## src/rtl/ram_arb_pkg.sv

```systemverilog
// ram_arb_pkg: shared types and sizing helpers for ram_arbiter_rr.
package ram_arb_pkg;

    // IDLE: nothing issued last cycle; RD/WR: a read/write was issued last cycle.
    typedef enum logic [1:0] {
        IDLE,
        RD,
        WR
    } state_e;

    localparam int unsigned MAX_REQ = 8;

    // Round-robin pointer width, $clog2(num_req), never narrower than one bit.
    function automatic int unsigned ptr_width(input int unsigned num_req);
        return (num_req > 1) ? $clog2(num_req) : 1;
    endfunction

endpackage

```

## src/rtl/ram_arbiter_rr_rr_pick.sv

```systemverilog
// rr_pick: combinational one-hot winner among asserted requests.
// Round-robin search starts at ptr and wraps; with RAM_ARB_FIXED_PRIO_EN
// defined the lowest asserted index wins and ptr is ignored.
module rr_pick #(
    parameter int unsigned NUM_REQ = 2,
    parameter int unsigned PTR_W   = 1
) (
    input  logic [NUM_REQ-1:0] req,
    input  logic [PTR_W-1:0]   ptr,
    output logic [NUM_REQ-1:0] win_oh
);

    // First pass covers indices at or above ptr, second pass wraps to the bottom.
    always_comb begin
        logic found;
        win_oh = '0;
        found  = 1'b0;
`ifndef RAM_ARB_FIXED_PRIO_EN
        for (int unsigned i = 0; i < NUM_REQ; i++) begin
            if (!found && req[i] && (i >= 32'(ptr))) begin
                win_oh[i] = 1'b1;
                found     = 1'b1;
            end
        end
`endif
        for (int unsigned i = 0; i < NUM_REQ; i++) begin
            if (!found && req[i]) begin
                win_oh[i] = 1'b1;
                found     = 1'b1;
            end
        end
    end

endmodule

```

## src/rtl/ram_arbiter_rr.sv

```systemverilog
// ram_arbiter_rr: shares one single-port synchronous RAM (registered read,
// cs/we/oe control) between NUM_REQ requesters, one access per cycle, with a
// one-cycle bubble before a write that follows a read (oe is gated by ~we).
// Build option: RAM_ARB_FIXED_PRIO_EN selects fixed priority (lowest index
// wins, no pointer register); default build is round-robin.
module ram_arbiter_rr
    import ram_arb_pkg::*;
#(
    parameter int unsigned NUM_REQ    = 2,
    parameter int unsigned DATA_WIDTH = 32,
    parameter int unsigned ADDR_WIDTH = 4,
    parameter int unsigned DEPTH      = 16
) (
    input  logic                           clk,
    input  logic                           rst,
    input  logic [NUM_REQ-1:0]             req,
    input  logic [NUM_REQ-1:0]             req_we,
    input  logic [NUM_REQ*ADDR_WIDTH-1:0]  req_addr,
    input  logic [NUM_REQ*DATA_WIDTH-1:0]  req_wdata,
    output logic [NUM_REQ-1:0]             gnt,
    output logic [NUM_REQ-1:0]             rvalid,
    output logic [DATA_WIDTH-1:0]          rdata,
    output logic                           ram_cs,
    output logic                           ram_we,
    output logic                           ram_oe,
    output logic [ADDR_WIDTH-1:0]          ram_addr,
    output logic [DATA_WIDTH-1:0]          ram_wdata,
    input  logic [DATA_WIDTH-1:0]          ram_rdata
);

    localparam int unsigned PTR_W = ptr_width(NUM_REQ);

    if (NUM_REQ < 2 || NUM_REQ > MAX_REQ || DEPTH > (1 << ADDR_WIDTH)) begin : g_bad_cfg
        $error("ram_arbiter_rr: unsupported NUM_REQ/DEPTH/ADDR_WIDTH combination");
    end

    state_e                  state_q, state_d;
    logic [PTR_W-1:0]        ptr;
    logic [NUM_REQ-1:0]      win_oh;
    logic                    sel_we;
    logic [ADDR_WIDTH-1:0]   sel_addr;
    logic [DATA_WIDTH-1:0]   sel_wdata;
    logic                    bubble;
    logic                    grant;

    logic [NUM_REQ-1:0]      gnt_q, gnt_d;
    logic [NUM_REQ-1:0]      ret_q, ret_d;
    logic [NUM_REQ-1:0]      rvalid_q, rvalid_d;
    logic [DATA_WIDTH-1:0]   rdata_q, rdata_d;
    logic                    ram_cs_q, ram_cs_d;
    logic                    ram_we_q, ram_we_d;
    logic                    ram_oe_q, ram_oe_d;
    logic [ADDR_WIDTH-1:0]   ram_addr_q, ram_addr_d;
    logic [DATA_WIDTH-1:0]   ram_wdata_q, ram_wdata_d;

`ifdef RAM_ARB_FIXED_PRIO_EN
    assign ptr = '0;
`else
    logic [PTR_W-1:0]        ptr_q, ptr_d;
    logic [PTR_W-1:0]        sel_next;
    assign ptr = ptr_q;
`endif

    rr_pick #(
        .NUM_REQ (NUM_REQ),
        .PTR_W   (PTR_W)
    ) u_pick (
        .req    (req),
        .ptr    (ptr),
        .win_oh (win_oh)
    );

    // Mux the winner's request fields (and its successor index) out of the packed buses.
    always_comb begin
        sel_we    = 1'b0;
        sel_addr  = '0;
        sel_wdata = '0;
`ifndef RAM_ARB_FIXED_PRIO_EN
        sel_next  = '0;
`endif
        for (int unsigned i = 0; i < NUM_REQ; i++) begin
            if (win_oh[i]) begin
                sel_we    = req_we[i];
                sel_addr  = req_addr[i*ADDR_WIDTH +: ADDR_WIDTH];
                sel_wdata = req_wdata[i*DATA_WIDTH +: DATA_WIDTH];
`ifndef RAM_ARB_FIXED_PRIO_EN
                sel_next  = (i + 1 == NUM_REQ) ? '0 : PTR_W'(i + 1);
`endif
            end
        end
    end

    // Next-state, grant and RAM pin decode; a write winner right after a read becomes a bubble.
    always_comb begin
        bubble      = (state_q == RD) && (|win_oh) && sel_we;
        grant       = (|win_oh) && !bubble;
        state_d     = IDLE;
        if (grant) begin
            state_d = sel_we ? WR : RD;
        end
        gnt_d       = grant ? win_oh : '0;
        ram_cs_d    = grant || (state_q == RD);
        ram_we_d    = grant && sel_we;
        ram_oe_d    = (state_q == RD);
        ram_addr_d  = grant ? sel_addr : ram_addr_q;
        ram_wdata_d = grant ? sel_wdata : ram_wdata_q;
        // gnt_q in RD state is the read just issued; it moves one stage per edge to rvalid.
        ret_d       = (state_q == RD) ? gnt_q : '0;
        rvalid_d    = ret_q;
        rdata_d     = (|ret_q) ? ram_rdata : rdata_q;
`ifndef RAM_ARB_FIXED_PRIO_EN
        ptr_d       = grant ? sel_next : ptr_q;
`endif
    end

    // State and output registers with synchronous reset.
    always_ff @(posedge clk) begin
        if (rst) begin
            state_q     <= IDLE;
            gnt_q       <= '0;
            ret_q       <= '0;
            rvalid_q    <= '0;
            rdata_q     <= '0;
            ram_cs_q    <= 1'b0;
            ram_we_q    <= 1'b0;
            ram_oe_q    <= 1'b0;
            ram_addr_q  <= '0;
            ram_wdata_q <= '0;
`ifndef RAM_ARB_FIXED_PRIO_EN
            ptr_q       <= '0;
`endif
        end else begin
            state_q     <= state_d;
            gnt_q       <= gnt_d;
            ret_q       <= ret_d;
            rvalid_q    <= rvalid_d;
            rdata_q     <= rdata_d;
            ram_cs_q    <= ram_cs_d;
            ram_we_q    <= ram_we_d;
            ram_oe_q    <= ram_oe_d;
            ram_addr_q  <= ram_addr_d;
            ram_wdata_q <= ram_wdata_d;
`ifndef RAM_ARB_FIXED_PRIO_EN
            ptr_q       <= ptr_d;
`endif
        end
    end

    assign gnt       = gnt_q;
    assign rvalid    = rvalid_q;
    assign rdata     = rdata_q;
    assign ram_cs    = ram_cs_q;
    assign ram_we    = ram_we_q;
    assign ram_oe    = ram_oe_q;
    assign ram_addr  = ram_addr_q;
    assign ram_wdata = ram_wdata_q;

endmodule

```

## config.mk

```make
export PLATFORM = sky130hd
export DESIGN_NAME = ram_arbiter_rr
export DESIGN_NICKNAME = d
export VERILOG_FILES = /design/src/rtl/ram_arb_pkg.sv /design/src/rtl/ram_arbiter_rr_rr_pick.sv /design/src/rtl/ram_arbiter_rr.sv
export SDC_FILE = /design/constraint.sdc
export NUM_CORES = 1
export LEC_CHECK = 0
export BUFFER_PORTS_ARGS = -buffer_cell sky130_fd_sc_hd__buf_2
export CORE_ASPECT_RATIO = 0.75
export CORE_MARGIN = 1.5
export CORE_UTILIZATION = 47
export CTS_BUF_LIST = sky130_fd_sc_hd__clkbuf_8
export CTS_CLUSTER_DIAMETER = 40
export DETAILED_ROUTE_END_ITERATION = 8
export PLACE_DENSITY = 0.83
export SYNTH_ARGS = -nofsm -noshare
export SYNTH_HDL_FRONTEND = slang
export SYNTH_SLANG_ARGS = --single-unit
```

## constraint.sdc

```tcl
create_clock -name clk -period 1.8 [get_ports clk]
set_input_delay 0.18 -clock clk [delete_from_list [all_inputs] [get_ports clk]]
set_output_delay 0.18 -clock clk [all_outputs]
set_load 0.01 [all_outputs]
```

==> flow_summary_export.csv <==
group,metric,value,unit
outcome,run_status,"completed",
die,core_area,7330,um^2
sta,max_freq,588,MHz
synthesis,synthTopCellsByArea,"dfxtp_1, mux2_4, a32oi_1",
synthesis,syn_avg_cell_area,9.29,um^2
die,die_area,8080,um^2
sta,finalSetupTns,0,ns
layout,finalInstanceArea,4730,um^2
layout,nNetsFinal,661,
grt,grt_antenna_before_repair,0,
clocking,cts_max_level,3,
clocking,cts_root_buf,"clkbuf_8",
detailed_routing,wl_per_cell,13.3,um
sta,slew_viol_final,0,
sta,max_slew_margin,0.610,
grt,gr-total-overflow,0,
placed_design,dp_hpwl,6410,um
sta,rsz0062_at_grt,"false",
die,initial_core_util,0.484,
placed_design,placed_area,4550,um^2
layout,final_cells,657,
worst_setup_path,end_kind,"flop",
detailed_routing,dr.first_iter.drc_count,97,
power_and_ir_drop,power_switching,1.07,mW
sta,fin_crit,1.70,ns
power_and_ir_drop,p_int,2.73,mW
synthesis,synthFlopType,"dfxtp_1",
worst_setup_path,worstPathArrival,1.93,ns
synthesis,yosys_warnings,0,
die,die_h,78.2,um
sta,fin_crit_sh,0.944,
worst_setup_path,crit_required,2.03,ns
synthesis,synth_fa_ha_area_frac,0,
die,rows,27,
synthesis,synthCells,382,
clocking,cts_hold_repair.buffers,0,
clocking,post_cts_buffers,0,
synthesis,synth_top_family_by_area,"simple AND/OR/NAND/NOR gates",
sta,finalHoldViolations,0,
sta,finClkSkew,0.0102,ns
clocking,cts_tree,"yes",
power_and_ir_drop,clkPwrFrac,0.316,
detailed_routing,ant_nets,0,
hold_path,min_path_type,"in -> reg",
sta,setup_violations,0,
synthesis,yosys.area_share.simple,0.200,
power_and_ir_drop,power.density,802,nW/um^2
worst_setup_path,crit_path_start,"ptr$_SDFFE_PP0P_",
detailed_routing,wl,8760,um
synthesis,synth-edff-count,0,
layout,area_delta_synth_final,33.5,%
grt,grt_max_degree,42,
synthesis,synth_area,3550,um^2
worst_setup_path,critPathMaxFanout,21,
detailed_routing,drc,0,
synthesis,synthXorXnorAreaFrac,0,
layout,fillCellCount,642,
layout,area.sequential,1600,um^2
worst_setup_path,r2r-start,"ptr$_SDFFE_PP0P_",
power_and_ir_drop,p_sw_frac,0.282,
detailed_routing,vias_per_cell,5.08,
clocking,clock_latency,0.35,ns
synthesis,yosysUniqueCellTypes,22,
worst_setup_path,start_kind,"flop",
power_and_ir_drop,seq_power_share,0.501,
layout,drive_gt1_frac,0.453,
grt,grtUsageTotal,0.216,
layout,diodes,0,
sta,whs,0.0614,ns
layout,multiInputGateArea,1790,um^2
clocking,clock_path_buffers,2,
grt,grt_pass1_wl,13800,um
hold_path,holdCritStartpoint,"ram_rdata[23]",
sta,worst_slew_pin_slew,0.585,ns
placed_design,placed_cells,641,
synthesis,async_flop_share,0,
die,die_width,103,um
placed_design,numPortBuffers,184,
die,io_pins,185,
synthesis,synthMuxAreaShare,0.146,
power_and_ir_drop,peakVddDrop,0.401,mV
power_and_ir_drop,combPwrFrac,0.183,
power_and_ir_drop,p_leak,2.21,nW
synthesis,ys_ff_latch,80,
detailed_routing,dr.pass1.iters,4,
synthesis,synth.top_cell.area_share,0.451,
clocking,cts.clk_slew.worst_paths,0.09,ns
synthesis,synthesis.nets,492,
worst_setup_path,crit_type,"reg -> reg",
synthesis,ys_seq_area_frac,0.451,
placed_design,routabilityCongestion,0.780,
run,maxCapViolCount,0,
synthesis,yosysTopAreaCell,"dfxtp_1",
synthesis,synth_compound_area_frac,0.156,
power_and_ir_drop,p_total,3.80,mW
grt,first_global_vias,3117,
clocking,cts_buffers,9,
detailed_routing,vias,3338,
clocking,numClockSinks,80,
[cells by family (layout without fill, tap and decap cells)]
family	Yosys count	after routing
simple gates	156	156
buf+inv	36	210
compound gates	74	74
mux	36	36
flops	80	80
[synth_stat cells (all sizes together) (2+ instances only)]
master,n
a21oi,34
a32oi,37
and2,2
buf,14
clkbuf,22
dfxtp,80
mux2,36
nand2,67
nand2b,2
nor2,40
nor2b,39
nor3b,2
nor4,2
[registers in the layout, summed over array words and instances, names as in the netlist]
name,count
ram_oe,1
ram_cs,1
ram_addr,4
ram_we,1
ret_q,2
rvalid,2
ram_wdata,32
state_q,2
gnt,2
rdata,32
ptr,1
[critical path, cell delays in order (launching register included)]
cell      delay [ns]
dfxtp_1         0.41
nand2b_2        0.21
a32oi_4         0.15
o22ai_4         0.23
buf_12          0.22
mux2_2          0.35
[layout make-up]
cell class	count	share of cell area
sequential	80	0.338
multi-input combinational	266	0.379
timing repair buffer	194	0.219
clock inverter	7	0.0114
clock buffer	9	0.0262
tap	101	0.0267
[power groups by stage]
stage | combinational, mW | sequential [mW] | clock (mW)
final | 0.695 | 1.90 | 1.20
after global routing | 0.757 | 1.91 | 1.31
after CTS | 0.697 | 1.90 | 1.24
after detailed placement | 0.696 | 1.94 | 0
after global placement | 0.675 | 1.94 | 0
after floorplan | 0.377 | 1.98 | 0
[layer usage]
| metal | vias up | GRT usage | wire length, um |
|---|---|---|---|
| li1 | 1654 | - | - |
| met5 | - | 0 | 0 |
| met4 | 0 | 0.0892 | 217 |
| met2 | 115 | 0.381 | 4370 |
| met3 | 28 | 0.0454 | 389 |
| met1 | 1541 | 0.251 | 3780 |
[repair_timing]
action,CTS,global route
endpoints found under the hold margin,0,0
setup endpoints to repair,0,3
resized for setup,0,1
[placed cells by master (no fill, tap or decap), types with 2 or more instances in the layout]
cell type / synthesis / routed
a21oi_1: 34 / 34
a32oi_1: 36 / 36
and2_1: 2 / 2
buf_12: 0 / 3
buf_2: 6 / 183
buf_4: 0 / 8
clkbuf_8: 0 / 9
clkinvlp_4: 0 / 3
dfxtp_1: 80 / 80
inv_6: 0 / 3
mux2_2: 6 / 6
mux2_4: 30 / 30
nand2_1: 67 / 67
nor2_1: 40 / 39
nor2b_1: 39 / 39
nor3b_1: 2 / 2
nor4_1: 2 / 2
[metrics by stage]
stage	worst slack [ns]	utilization
5_1_grt	0.0403	0.646
6_report	0.100	0.646
2_1_floorplan	0.223	-
3_5_place_dp	0.0795	0.621
4_1_cts	0.0609	0.646
3_3_place_gp	0.151	0.621
[final timing paths]
check                                             endpoint  slack [ns]  cells after the start
worst min register to register      rdata[23]$_SDFFE_PP0P_        0.45                      2
worst max-delay path            ram_wdata[26]$_SDFFE_PP0P_        0.10                      5
worst min-delay path                rdata[23]$_SDFFE_PP0P_        0.06                      3
worst max register to register  ram_wdata[26]$_SDFFE_PP0P_        0.10                      5
(Power assumes the default switching activity.)
